### config.mk
export PLATFORM = sky130hd
export DESIGN_NAME = wf_pending_scheduler_flat
export DESIGN_NICKNAME = d
export VERILOG_FILES = /design/src/rtl/wf_pending_scheduler_if.sv /design/src/rtl/wf_pending_scheduler.sv /design/src/flat_wrapper.sv
export SDC_FILE = /design/constraint.sdc
export NUM_CORES = 1
export LEC_CHECK = 0
export ABC_AREA = 1
export BUFFER_PORTS_ARGS = -buffer_cell sky130_fd_sc_hd__clkbuf_2
export CAP_MARGIN = 20
export CORE_UTILIZATION = 30
export CTS_CLUSTER_DIAMETER = 200
export DETAILED_ROUTE_END_ITERATION = 6
export MAX_ROUTING_LAYER = met4
export PLACE_DENSITY_LB_ADDON = 0.12
export SYNTH_ARGS = -nofsm -noshare
export SYNTH_HDL_FRONTEND = slang
export SYNTH_SLANG_ARGS = --single-unit
### constraint.sdc
create_clock -name clk -period 30 [get_ports clk]
set_input_delay 4.5 -clock clk [delete_from_list [all_inputs] [get_ports clk]]
set_output_delay 4.5 -clock clk [all_outputs]
set_load 0.01 [all_outputs]
### src/rtl/wf_pending_scheduler_if.sv
// Handshake bundle between wavefront-ready producers, the pending scoreboard
// and the issue stage.
interface wf_pending_scheduler_if #(
  parameter int NUM_WF      = 40,
  parameter int WF_ID_WIDTH = 6
);
  logic                   set_valid;
  logic [WF_ID_WIDTH-1:0] set_wf_id;
  logic                   flush_valid;
  logic [WF_ID_WIDTH-1:0] flush_wf_id;
  logic                   issue_ready;
  logic                   issue_valid;
  logic [WF_ID_WIDTH-1:0] issue_wf_id;
  logic [NUM_WF-1:0]      pending_vec;
  logic [WF_ID_WIDTH:0]   pending_count;

  modport master (
    output set_valid, set_wf_id, flush_valid, flush_wf_id, issue_ready,
    input  issue_valid, issue_wf_id, pending_vec, pending_count
  );

  modport slave (
    input  set_valid, set_wf_id, flush_valid, flush_wf_id, issue_ready,
    output issue_valid, issue_wf_id, pending_vec, pending_count
  );
endinterface

### src/rtl/wf_pending_scheduler.sv
// Per-wavefront pending scoreboard with a round-robin pick into a registered
// valid/ready issue port. Set dominates flush and load on the same bit.
module wf_pending_scheduler #(
  parameter int NUM_WF      = 40,
  parameter int WF_ID_WIDTH = 6
) (
  input  logic                   clk,
  input  logic                   rst,
  wf_pending_scheduler_if.slave  bus
);

  localparam logic [0:0] ST_EMPTY = 1'b0;
  localparam logic [0:0] ST_HOLD  = 1'b1;

  localparam logic [WF_ID_WIDTH-1:0] LAST_ID  = WF_ID_WIDTH'(NUM_WF - 1);
  localparam logic [WF_ID_WIDTH:0]   NUM_WF_L = (WF_ID_WIDTH + 1)'(NUM_WF);

  logic [0:0]             state_q, state_n;
  logic [WF_ID_WIDTH-1:0] issue_id_q, issue_id_n;
  logic [WF_ID_WIDTH-1:0] rr_ptr_q, rr_ptr_n;
  logic [NUM_WF-1:0]      pend_q, pend_n;
  logic [WF_ID_WIDTH:0]   count_q;

  logic [NUM_WF-1:0]      set_hit, flush_hit, load_hit;
  logic                   flush_held, handshake, load_en;
  logic [WF_ID_WIDTH-1:0] rr_base;
  logic [WF_ID_WIDTH:0]   pick;
  logic                   pick_found;
  logic [WF_ID_WIDTH-1:0] pick_id;

  function automatic logic [NUM_WF-1:0] onehot(input logic v,
                                               input logic [WF_ID_WIDTH-1:0] id);
    logic [NUM_WF-1:0] one;
    one = {{(NUM_WF-1){1'b0}}, 1'b1};
    // Ids past the last slot decode to nothing, so they are silently ignored.
    return (v && (id <= LAST_ID)) ? (one << id) : '0;
  endfunction

  function automatic logic [WF_ID_WIDTH:0] popcount(input logic [NUM_WF-1:0] v);
    logic [WF_ID_WIDTH:0] c;
    logic [NUM_WF-1:0]    t;
    c = '0;
    t = v;
    for (int k = 0; k < NUM_WF; k++) begin
      c = c + (WF_ID_WIDTH + 1)'(t[0]);
      t = t >> 1;
    end
    return c;
  endfunction

  function automatic logic [WF_ID_WIDTH-1:0] wrap_inc(input logic [WF_ID_WIDTH-1:0] id);
    return (id == LAST_ID) ? '0 : id + 1'b1;
  endfunction

  // Returns {found, id}: rotate so that base lands at bit 0, take the lowest
  // set bit, then map the offset back into slot numbering.
  function automatic logic [WF_ID_WIDTH:0] rr_pick(input logic [NUM_WF-1:0] v,
                                                   input logic [WF_ID_WIDTH-1:0] base);
    logic [2*NUM_WF-1:0]    dbl;
    logic [NUM_WF-1:0]      rot;
    logic                   f;
    logic [WF_ID_WIDTH-1:0] off;
    logic [WF_ID_WIDTH:0]   sum;
    dbl = {v, v} >> base;
    rot = dbl[NUM_WF-1:0];
    f   = 1'b0;
    off = '0;
    for (int k = 0; k < NUM_WF; k++) begin
      if (!f && rot[0]) begin
        f   = 1'b1;
        off = WF_ID_WIDTH'(k);
      end
      rot = rot >> 1;
    end
    sum = {1'b0, base} + {1'b0, off};
    if (sum >= NUM_WF_L) sum = sum - NUM_WF_L;
    return {f, sum[WF_ID_WIDTH-1:0]};
  endfunction

  always_comb begin
    set_hit    = onehot(bus.set_valid, bus.set_wf_id);
    flush_hit  = onehot(bus.flush_valid, bus.flush_wf_id);
    // Flushing the held id beats a same-cycle ready: nothing is issued.
    flush_held = (state_q == ST_HOLD) && bus.flush_valid && (bus.flush_wf_id == issue_id_q);
    handshake  = (state_q == ST_HOLD) && bus.issue_ready && !flush_held;
    rr_base    = handshake ? wrap_inc(issue_id_q) : rr_ptr_q;
    load_en    = (state_q == ST_EMPTY) || handshake;
    pick       = rr_pick(pend_q, rr_base);
    pick_found = pick[WF_ID_WIDTH];
    pick_id    = pick[WF_ID_WIDTH-1:0];
    load_hit   = onehot(load_en && pick_found, pick_id);
    pend_n     = set_hit | (pend_q & ~(flush_hit | load_hit));

    state_n    = state_q;
    issue_id_n = issue_id_q;
    rr_ptr_n   = handshake ? rr_base : rr_ptr_q;
    if (flush_held) begin
      state_n = ST_EMPTY;
    end else if (load_en) begin
      if (pick_found) begin
        state_n    = ST_HOLD;
        issue_id_n = pick_id;
      end else begin
        state_n = ST_EMPTY;
      end
    end
  end

  always_ff @(posedge clk or negedge rst) begin
    if (!rst) begin
      state_q    <= ST_EMPTY;
      issue_id_q <= '0;
      rr_ptr_q   <= '0;
      pend_q     <= '0;
      count_q    <= '0;
    end else begin
      state_q    <= state_n;
      issue_id_q <= issue_id_n;
      rr_ptr_q   <= rr_ptr_n;
      pend_q     <= pend_n;
      count_q    <= popcount(pend_n);
    end
  end

  assign bus.issue_valid   = (state_q == ST_HOLD);
  assign bus.issue_wf_id   = issue_id_q;
  assign bus.pending_vec   = pend_q;
  assign bus.pending_count = count_q;

endmodule
### src/flat_wrapper.sv
// flat-port wrapper written by rule: the top's interface ports become plain ports
module wf_pending_scheduler_flat 
#(
  parameter int NUM_WF      = 40,
  parameter int WF_ID_WIDTH = 6
)
  (clk, rst, bus_set_valid, bus_set_wf_id, bus_flush_valid, bus_flush_wf_id, bus_issue_ready, bus_issue_valid, bus_issue_wf_id, bus_pending_vec, bus_pending_count);
  wf_pending_scheduler_if #(.NUM_WF(NUM_WF), .WF_ID_WIDTH(WF_ID_WIDTH)) bus_i ();
  input  logic clk;
  input  logic rst;
  input wire logic [$bits(bus_i.set_valid)-1:0] bus_set_valid;
  input wire logic [$bits(bus_i.set_wf_id)-1:0] bus_set_wf_id;
  input wire logic [$bits(bus_i.flush_valid)-1:0] bus_flush_valid;
  input wire logic [$bits(bus_i.flush_wf_id)-1:0] bus_flush_wf_id;
  input wire logic [$bits(bus_i.issue_ready)-1:0] bus_issue_ready;
  output wire logic [$bits(bus_i.issue_valid)-1:0] bus_issue_valid;
  output wire logic [$bits(bus_i.issue_wf_id)-1:0] bus_issue_wf_id;
  output wire logic [$bits(bus_i.pending_vec)-1:0] bus_pending_vec;
  output wire logic [$bits(bus_i.pending_count)-1:0] bus_pending_count;
  assign bus_i.set_valid = bus_set_valid;
  assign bus_i.set_wf_id = bus_set_wf_id;
  assign bus_i.flush_valid = bus_flush_valid;
  assign bus_i.flush_wf_id = bus_flush_wf_id;
  assign bus_i.issue_ready = bus_issue_ready;
  assign bus_issue_valid = bus_i.issue_valid;
  assign bus_issue_wf_id = bus_i.issue_wf_id;
  assign bus_pending_vec = bus_i.pending_vec;
  assign bus_pending_count = bus_i.pending_count;
  wf_pending_scheduler #(.NUM_WF(NUM_WF), .WF_ID_WIDTH(WF_ID_WIDTH)) u_core (.clk(clk), .rst(rst), .bus(bus_i));
endmodule
=== Word level (Yosys, flattened, before mapping) ===
Cells that the tools add are included.

* Order comparisons: 4
* Muxes and demuxes: 88
* Reduce and logical (&&, ||, !) cells: 90
* Equal/unequal tests: 2
* $add $sub $neg: 42
* Bitwise gates (word level): 6
* Shifts and indexed selects: 4

{| class="wikitable"
|+ Operators by type and width
! operator !! number
|-
| $add A7 B1 Y7 || 38
|-
| $mux W6 || 41
|-
| $mux W40 || 3
|-
| $shl A1 B6 Y40 const A || 3
|-
| $or A40 B40 Y40 || 2
|-
| $shr A80 B6 Y40 || 1
|-
| $logic_and A1 B1 Y1 || 47
|-
| $mux W1 || 44
|-
| $and A40 B40 Y40 || 1
|-
| $logic_not A1 Y1 || 40
|-
| $not A40 Y40 || 1
|-
| $le A6 B6 Y1 const B || 3
|-
| $add A6 B6 Y7 || 1
|-
| $ge A7 B6 Y1 const B || 1
|-
| $add A6 B1 Y6 const B || 1
|-
| $eq A6 B6 Y1 || 1
|-
| $eq A6 B6 Y1 const B || 1
|-
| $sub A6 B6 Y6 const B || 1
|-
| $reduce_and A3 Y1 || 1
|-
| $add A1 B1 Y2 || 1
|-
| $not A1 Y1 || 2
|-
| $reduce_bool A2 Y1 || 1
|-
| $logic_or A1 B1 Y1 || 1
|}

* Input port bits: 17
* Bits in registers: 60
* Output and inout bits: 54
* Word-level logic and storage cells: 241

=== Longest topological paths before layout ===
Gate-level depths: netlist (run 1).

* Word-level depth: 173
* Gate-level depth with buffers: 82

=== Worst setup path after synthesis (run 1) ===
Ideal clock, no wire load.

* Path kind: input -> register
* From: input bus_flush_wf_id[3]
* To: register u_core.count_q[4], in the netlist u_core.bus.pending_count[4]
* Setup time: 0.131 ns
* Setup slack: 12.905 ns
* Required time: 29.869 ns
* Arrival: 16.964 ns
* Cell stages on the path: 72
* Cells stage by stage: buf_4 > inv_2 > o21ai_0 > nor2_1 > nand3_2 > nand2_2 > buf_6 > nand2_2 > o21ai_4 > buf_6 > nand3_1 > nand3_1 > nand3_1 > nand3_1 > nand3_1 > nand2_2 > nand2_1 > nor2_2 > (+36 left out) > nand4_1 > nand2_1 > nand2_1 > ha_1 > inv_1 > fa_1 > fa_1 > fa_1 > fa_1 > fa_1 > fa_1 > fa_1 > inv_1 > fa_1 > fa_1 > a21oi_1 > o21ai_0 > xor2_1

* Cells in the longest elaborated chain, start to end: 173
* Elaborated cells on any way between the ends: 220

{| class="wikitable"
|+ RTL lines
! item !! line !! RTL
|-
| from (decl) || flat_wrapper.sv:14 || <nowiki>input wire logic [$bits(bus_i.flush_wf_id)-1:0] bus_flush_wf_id;</nowiki>
|-
| $eq A6 B6 Y1 || wf_pending_scheduler.sv:84 || <nowiki>flush_held = (state_q == ST_HOLD) && bus.flush_valid && (bus.flush_wf_id == issue_id_q);</nowiki>
|-
| $logic_and A1 B1 Y1 || wf_pending_scheduler.sv:84 ||
|-
| $logic_not A1 Y1 || wf_pending_scheduler.sv:85 || <nowiki>handshake = (state_q == ST_HOLD) && bus.issue_ready && !flush_held;</nowiki>
|-
| $logic_and A1 B1 Y1 || wf_pending_scheduler.sv:85 ||
|-
| $mux W6 || wf_pending_scheduler.sv:86 || <nowiki>rr_base = handshake ? wrap_inc(issue_id_q) : rr_ptr_q;</nowiki>
|-
| $shr A80 B6 Y40 || wf_pending_scheduler.sv:64 || <nowiki>dbl = {v, v} >> base;</nowiki>
|-
| $mux W1 || wf_pending_scheduler.sv:69 || <nowiki>if (!f && rot[0]) begin</nowiki>
|-
| $logic_not A1 Y1 || wf_pending_scheduler.sv:69 ||
|-
| (+121 left out) || -- ||
|-
| $mux W40 || wf_pending_scheduler.sv:36 || <nowiki>return (v && (id <= LAST_ID)) ? (one << id) : '0;</nowiki>
|-
| $or A40 B40 Y40 * || wf_pending_scheduler.sv:92 || <nowiki>pend_n = set_hit | (pend_q & ~(flush_hit | load_hit));</nowiki>
|-
| $not A40 Y40 * || wf_pending_scheduler.sv:92 ||
|-
| $and A40 B40 Y40 * || wf_pending_scheduler.sv:92 ||
|-
| $or A40 B40 Y40 * || wf_pending_scheduler.sv:92 ||
|-
| via u_core.pend_n[1] || wf_pending_scheduler.sv:21 || <nowiki>logic [NUM_WF-1:0] pend_q, pend_n;</nowiki>
|-
| $add A1 B1 Y2 * || wf_pending_scheduler.sv:45 || <nowiki>c = c + (WF_ID_WIDTH + 1)'(t[0]);</nowiki>
|-
| $add A7 B1 Y7 * (38 in a row) || wf_pending_scheduler.sv:45 ||
|-
| to (signal assigned) || wf_pending_scheduler.sv:121 || <nowiki>count_q <= popcount(pend_n);</nowiki>
|-
| to (decl) || wf_pending_scheduler.sv:22 || <nowiki>logic [WF_ID_WIDTH:0] count_q;</nowiki>
|}

The timed path passes the listed nets; every way through them passes the cells marked *.
A chain may end at the register's enable or synchronous reset.

=== Final worst setup path (run 1) ===
Same ends and word-level chain as after synthesis.

==> results.py, run 1 <==
metrics = {
    "run_status": {
        "outcome": "complete, no violations",
    },
    "place": {
        "post-dp-hpwl_um": 30600,
        "pre_cts_slack_ns": 10.57,
        "post-place-cells": 1896,
        "gp_congestion": 0.935,
        "io_buffers": 69,
    },
    "cells_and_area": {
        "final_cell_mix": "nand2_1 (401), nand3_1 (288), inv_1 (174)",
        "nets": 1594,
        "drive_gt1_share_pct": 9.87,
        "multi_input_area_um2": 6380,
        "layout.cells.non_filler": 1914,
        "fill_cells": 3313,
        "diodes": 0,
        "area.sequential_um2": 1480,
        "final_common_cell": "nand2_1",
        "syn2layout_area_growth_pct": 10.3,
    },
    "grt": {
        "grt_antenna_before_repair": 0,
        "grt_max_degree": 60,
        "gr-total-overflow": 0,
        "grtUsageTotal_pct": 26.3,
        "grt_pass1_vias": 9521,
        "grt_pass1_wl_um": 58500,
    },
    "yosys": {
        "yosys_register_bits": 59,
        "synth-async-reset-ratio_pct": 100,
        "ys_types": 55,
        "synth_edf_count": 0,
        "netlist_area_um2": 8940,
        "yosysWarnings": 0,
        "synth_nets": 1573,
        "postSynthCellCount": 1504,
        "synth_ff_type": "dfrtp_1",
        "synth_seq_area_share_pct": 16.5,
        "avgSynthCellArea_um2": 5.95,
    },
    "sta": {
        "timing.hold.ws_ns": 0.483,
        "worst_slew_pin_slew_ns": 1.07,
        "min_period_ns": 19.18,
        "finalSetupTns_ns": 0,
        "rsz0062_at_grt": "no",
        "clock_skew_ns": 0.0124,
        "relSlewSlack_pct": 28.2,
        "setup_slack_ns": 10.82,
        "fin_crit_sh_pct": 63.9,
        "finalSetupViolCount": 0,
        "hold_viol": 0,
        "max_freq_ghz": 0.0521,
        "slew_viol_final": 0,
    },
    "cts": {
        "cts_resized": 0,
        "clk_path_buf_depth": 2,
        "clock-root-buffer": "clkbuf_16",
        "htreeDepth": 3,
        "ctsHoldBuffers": 0,
        "cts_tree": "built",
        "cts_setup_buffers": 0,
        "path_clk_slew_ns": 0.06,
        "cts_sinks": 59,
        "clock_latency_ns": 0.35,
        "cts_made_buffers": 9,
    },
    "critical_path": {
        "crit_type": "in -> reg",
        "startpoint_type": "primary input",
        "cp.arrival_ns": 19.41,
        "crit_slowest_cell": "inv_2",
        "crit_path_end_kind": "register",
        "path_max_fanout": 47,
        "critical_path_required_ns": 30.22,
        "cp_common_cell": "fa_1",
        "cp_slowest_stage_delay_ns": 0.64,
    },
    "job": {
        "cap_violations": 0,
    },
    "die": {
        "core_area_um2": 29000,
        "initial_core_util_pct": 30.8,
        "io_pins": 71,
        "fp.dieArea_um2": 30500,
        "die_h_um": 175,
        "die_x_um": 175,
        "rows": 62,
    },
    "drt": {
        "wirelength_um": 38600,
        "drtAntennaViolNets": 0,
        "top_layer_used": "met4",
        "drc": 0,
        "via_count": 10318,
        "wl_met3_um": 3090,
        "wl_per_cell_um": 20.2,
        "met2_length_um": 15700,
        "drt_pass1_iterations": 5,
        "first_iter_violations": 1153,
        "viasPerCell": 5.39,
        "met1_length_um": 19000,
    },
    "hold_path": {
        "hold_class": "reg -> reg",
    },
}
[cell type report]
type	instances	area share (%)
Timing Repair Buffer	81	4.74
Clock buffer	9	2.28
Sequential cell	59	15.0
Tap cell	384	4.87
Multi-Input combinational cell	1181	64.6
Clock inverter	7	1.18
Inverter	193	7.34
[state kept, by name, indices dropped and copies added, names as in the netlist]
register                  flops
u_core.bus.pending_count      6
u_core.bus.issue_wf_id        6
u_core.bus.issue_valid        1
u_core.bus.pending_vec       40
u_core.rr_ptr_q               6
[stage by stage]
step,utilization (%),instance area [um^2]
2_1_floorplan,-,8940
3_3_place_gp,32.7,9480
3_5_place_dp,32.7,9480
4_1_cts,33.8,9820
5_1_grt,34.0,9870
6_report,34.0,9870
[synth_stat cells (2+ instances only)]
cell type / number / area share [%]
nand3_2: 2 / 0.22
or2_2: 2 / 0.14
o21ai_1: 16 / 0.90
nor2_2: 4 / 0.28
nand4_1: 45 / 3.1
o22ai_1: 3 / 0.21
o21ai_2: 7 / 0.69
fa_1: 32 / 7.2
buf_1: 6 / 0.25
a21boi_0: 22 / 1.8
clkbuf_1: 24 / 1.0
nand4_4: 2 / 0.48
o2111ai_1: 4 / 0.39
nor2_1: 127 / 5.3
nand2_1: 401 / 17
clkinv_1: 3 / 0.13
inv_1: 174 / 7.3
nor2_4: 3 / 0.38
nand4_2: 4 / 0.56
nand2_2: 8 / 0.56
buf_6: 7 / 0.88
a22oi_1: 3 / 0.25
xor2_1: 9 / 0.88
and2_1: 6 / 0.42
o21ai_0: 52 / 2.9
a41oi_1: 2 / 0.20
buf_2: 22 / 1.2
nor4_1: 8 / 0.56
nand3b_1: 2 / 0.17
dfrtp_1: 59 / 17
o211ai_1: 10 / 0.84
ha_1: 20 / 2.8
a21oi_1: 38 / 2.1
inv_2: 16 / 0.67
nor3_1: 20 / 1.1
a31oi_1: 14 / 0.98
buf_4: 11 / 0.92
o21a_1: 11 / 0.92
nand3_1: 288 / 16
a21o_1: 2 / 0.17
[worst max-delay path, delay by kind of cell]
family | cells | cell delay [ns]
AO/OA/AOI/OAI | 8 | 1.02
XOR/XNOR | 2 | 0.38
AND/OR/NAND/NOR | 36 | 5.33
adder cells (fa/ha/maj) | 13 | 5.51
buffers and inverters | 13 | 2.60
[cells by family (layout without fill, tap and decap cells)]
kind of cell / after synthesis / count (layout) / share of synthesized area, %
and+or+nand+nor: 927 / 927 / 46.8
buffers and inverters: 264 / 290 / 12.5
AOI/OAI and AO/OA: 191 / 191 / 13.2
DFF: 59 / 59 / 16.5
adders and majority gates: 52 / 52 / 9.96
xor gates and xnor gates: 10 / 10 / 0.979
other: 1 / 1 / 0.0419
[worst paths after layout]
check / slack [ns] / end / cells past startpoint / start
setup / recovery: 10.82 / u_core.bus.pending_count[4] / 72 / bus_flush_wf_id[3]
hold / removal: 0.48 / u_core.rr_ptr_q[2] / 2 / u_core.rr_ptr_q[2]
setup reg to reg: 14.95 / u_core.bus.pending_count[4] / 71 / u_core.bus.issue_wf_id[4]
hold reg to reg: 0.48 / u_core.rr_ptr_q[2] / 2 / u_core.rr_ptr_q[2]
max in group asynchronous: 25.12 / u_core.bus.pending_vec[19] / 2 / rst
min in group asynchronous: 4.34 / u_core.bus.pending_count[5] / 2 / rst
[metal layers]
metal  up-vias  global-route usage, %
met5         -                      -
met4         0                   6.20
met3        47                   5.64
met2       390                   36.0
met1      4866                   38.7
li1       5015                      -
Power of run 1 is not shown: default switching activity piles up to over one toggle a cycle in this logic, so the estimate is an artifact.
==> run 2: changes to the inputs <==
clock period = 17.4 ns   (was 30 ns; I/O delays follow)
==> results.py, run 2 (synthesis gave the netlist of run 1 again) <==
metrics = {
    "cells_and_area": {
        "fin_area_um2": 9980,
        "fin_util_pct": 34.4,
        "final_common_cell": "nand2_1",
        "final_cell_mix": "nand2_1 (400), nand3_1 (288), inv_1 (174)",
        "syn2layout_area_growth_pct": 11.6,
        "drive_gt1_share_pct": 10.8,
        "nets": 1610,
        "layout.cells.non_filler": 1930,
        "diodes": 0,
        "largest_reg_flops": 40,
        "fill_cells": 3317,
    },
    "hold_path": {
        "hold_class": "reg -> reg",
        "worstHoldPathCells": 2,
        "holdPathEnd": "u_core.rr_ptr_q[2]",
        "min_from": "u_core.rr_ptr_q[2]",
    },
    "cts": {
        "cts_tree": "built",
        "clock-root-buffer": "clkbuf_16",
        "clock_latency_ns": 0.35,
        "cts_sinks": 59,
        "path_clk_slew_ns": 0.06,
        "ctsHoldBuffers": 0,
        "htreeDepth": 3,
        "clk_path_buf_depth": 2,
        "cts_made_buffers": 9,
    },
    "critical_path": {
        "r2r_slack_ns": 3.03,
        "crit_path_end_kind": "register",
        "reg2reg_from": "u_core.bus.issue_wf_id[0]",
        "cp_common_cell": "fa_1",
        "crit_type": "in -> reg",
        "reg2reg_to": "u_core.bus.pending_count[4]",
        "ff2ff_path_depth": 62,
        "startpoint_type": "primary input",
        "path_max_fanout": 24,
        "cp.arrival_ns": 16.58,
        "crit_slowest_cell": "o21ai_2",
        "cp_slowest_stage_delay_ns": 0.82,
        "critical_path_required_ns": 17.63,
    },
    "grt": {
        "grt_antenna_before_repair": 0,
        "grt_pass1_wl_um": 58900,
        "gr-total-overflow": 0,
        "grt_max_degree": 48,
        "grtUsageTotal_pct": 26.2,
        "grt_pass1_vias": 9683,
    },
    "sta": {
        "finalSetupTns_ns": 0,
        "max_freq_ghz": 0.0611,
        "worst_slew_pin_slew_ns": 1.05,
        "slew_viol_final": 0,
        "hold_viol": 0,
        "relSlewSlack_pct": 29.4,
        "fin_crit_sh_pct": 94.0,
        "finalSetupViolCount": 0,
        "clock_skew_ns": 0.00753,
        "rsz0062_at_grt": "no",
        "min_period_ns": 16.36,
    },
    "run_status": {
        "outcome": "complete, no violations",
    },
    "place": {
        "post-dp-hpwl_um": 30900,
        "dpl_cell_area_um2": 9570,
        "post-place-cells": 1908,
        "io_buffers": 69,
        "gp_congestion": 0.939,
    },
    "die": {
        "io_pins": 71,
        "core_area_um2": 29000,
        "die_x_um": 175,
        "fp.dieArea_um2": 30500,
        "rows": 62,
        "die_h_um": 175,
        "initial_core_util_pct": 30.8,
    },
    "drt": {
        "viasPerCell": 5.50,
        "drc": 0,
        "drt_pass1_iterations": 5,
        "wl_per_cell_um": 20.4,
        "drtAntennaViolNets": 0,
        "via_count": 10618,
        "first_iter_violations": 1400,
        "wirelength_um": 39300,
    },
    "job": {
        "cap_violations": 0,
    },
}
==> run 2: cell types whose count changed in the layout (fill, tap and decap cells not counted), sizes merged <==
cell	change
clkinvlp	-1
o21ai	+2
bufinv	-1
buf	+14
inv	-1
clkbuf	+3
==> run 2: layer usage <==
| metal | share of wire (%) | track usage (%) |
|---|---|---|
| met4 | 1.6 | 5.18 |
| met2 | 41 | 36.6 |
| met3 | 8.9 | 5.13 |
| met5 | 0 | - |
| met1 | 49 | 38.7 |
==> run 2: final cells by class <==
type,instances,area (um^2),share of cell area [%]
multi-input cells,1183,6430,64.4
clock inverters,4,73.8,0.740
flip-flops and latches,59,1480,14.8
inverters,193,728,7.30
well taps,384,480,4.81
clock buffers,12,246,2.47
repair buffers,95,544,5.45
==> run 2: worst max-delay path by stage <==
| stage | end | start | slack (ns) |
|---|---|---|---|
| 6_report | u_core.bus.pending_count[4] | bus_flush_wf_id[2] | 1.04 |
| 5_1_grt | u_core.bus.pending_count[4] | bus_flush_wf_id[2] | 0.03 |
| 4_1_cts | u_core.bus.pending_count[4] | bus_flush_wf_id[2] | 0.58 |
| 3_5_place_dp | u_core.bus.pending_count[4] | bus_flush_wf_id[2] | 0.25 |
| 3_3_place_gp | u_core.bus.pending_count[4] | bus_flush_wf_id[2] | 0.57 |
| 2_1_floorplan | u_core.bus.pending_count[4] | bus_flush_wf_id[3] | 2.20 |
==> run 2: worst max-delay path: cells and delay by family <==
| kind | cells | cell delay (ns) |
|---|---|---|
| adders and majority gates | 12 | 5.24 |
| and+or+nand+nor | 36 | 4.98 |
| AOI/OAI and AO/OA | 8 | 2.14 |
| buffers and inverters | 9 | 1.22 |
| xor gates and xnor gates | 2 | 0.37 |
==> run 2: what timing repair did <==
item | CTS | global route
buffers inserted | 0 | 4
setup endpoints to repair | 0 | 5
resized for setup | 0 | 12
==> run 2: per-stage QoR <==
stage          hold WS, ns  setup slack (ns)
2_1_floorplan        0.444              2.20
3_3_place_gp         0.472             0.573
3_5_place_dp         0.463             0.253
4_1_cts              0.480             0.578
5_1_grt              0.540            0.0314
6_report             0.476              1.04
Power of run 2 is left out for the same reason.
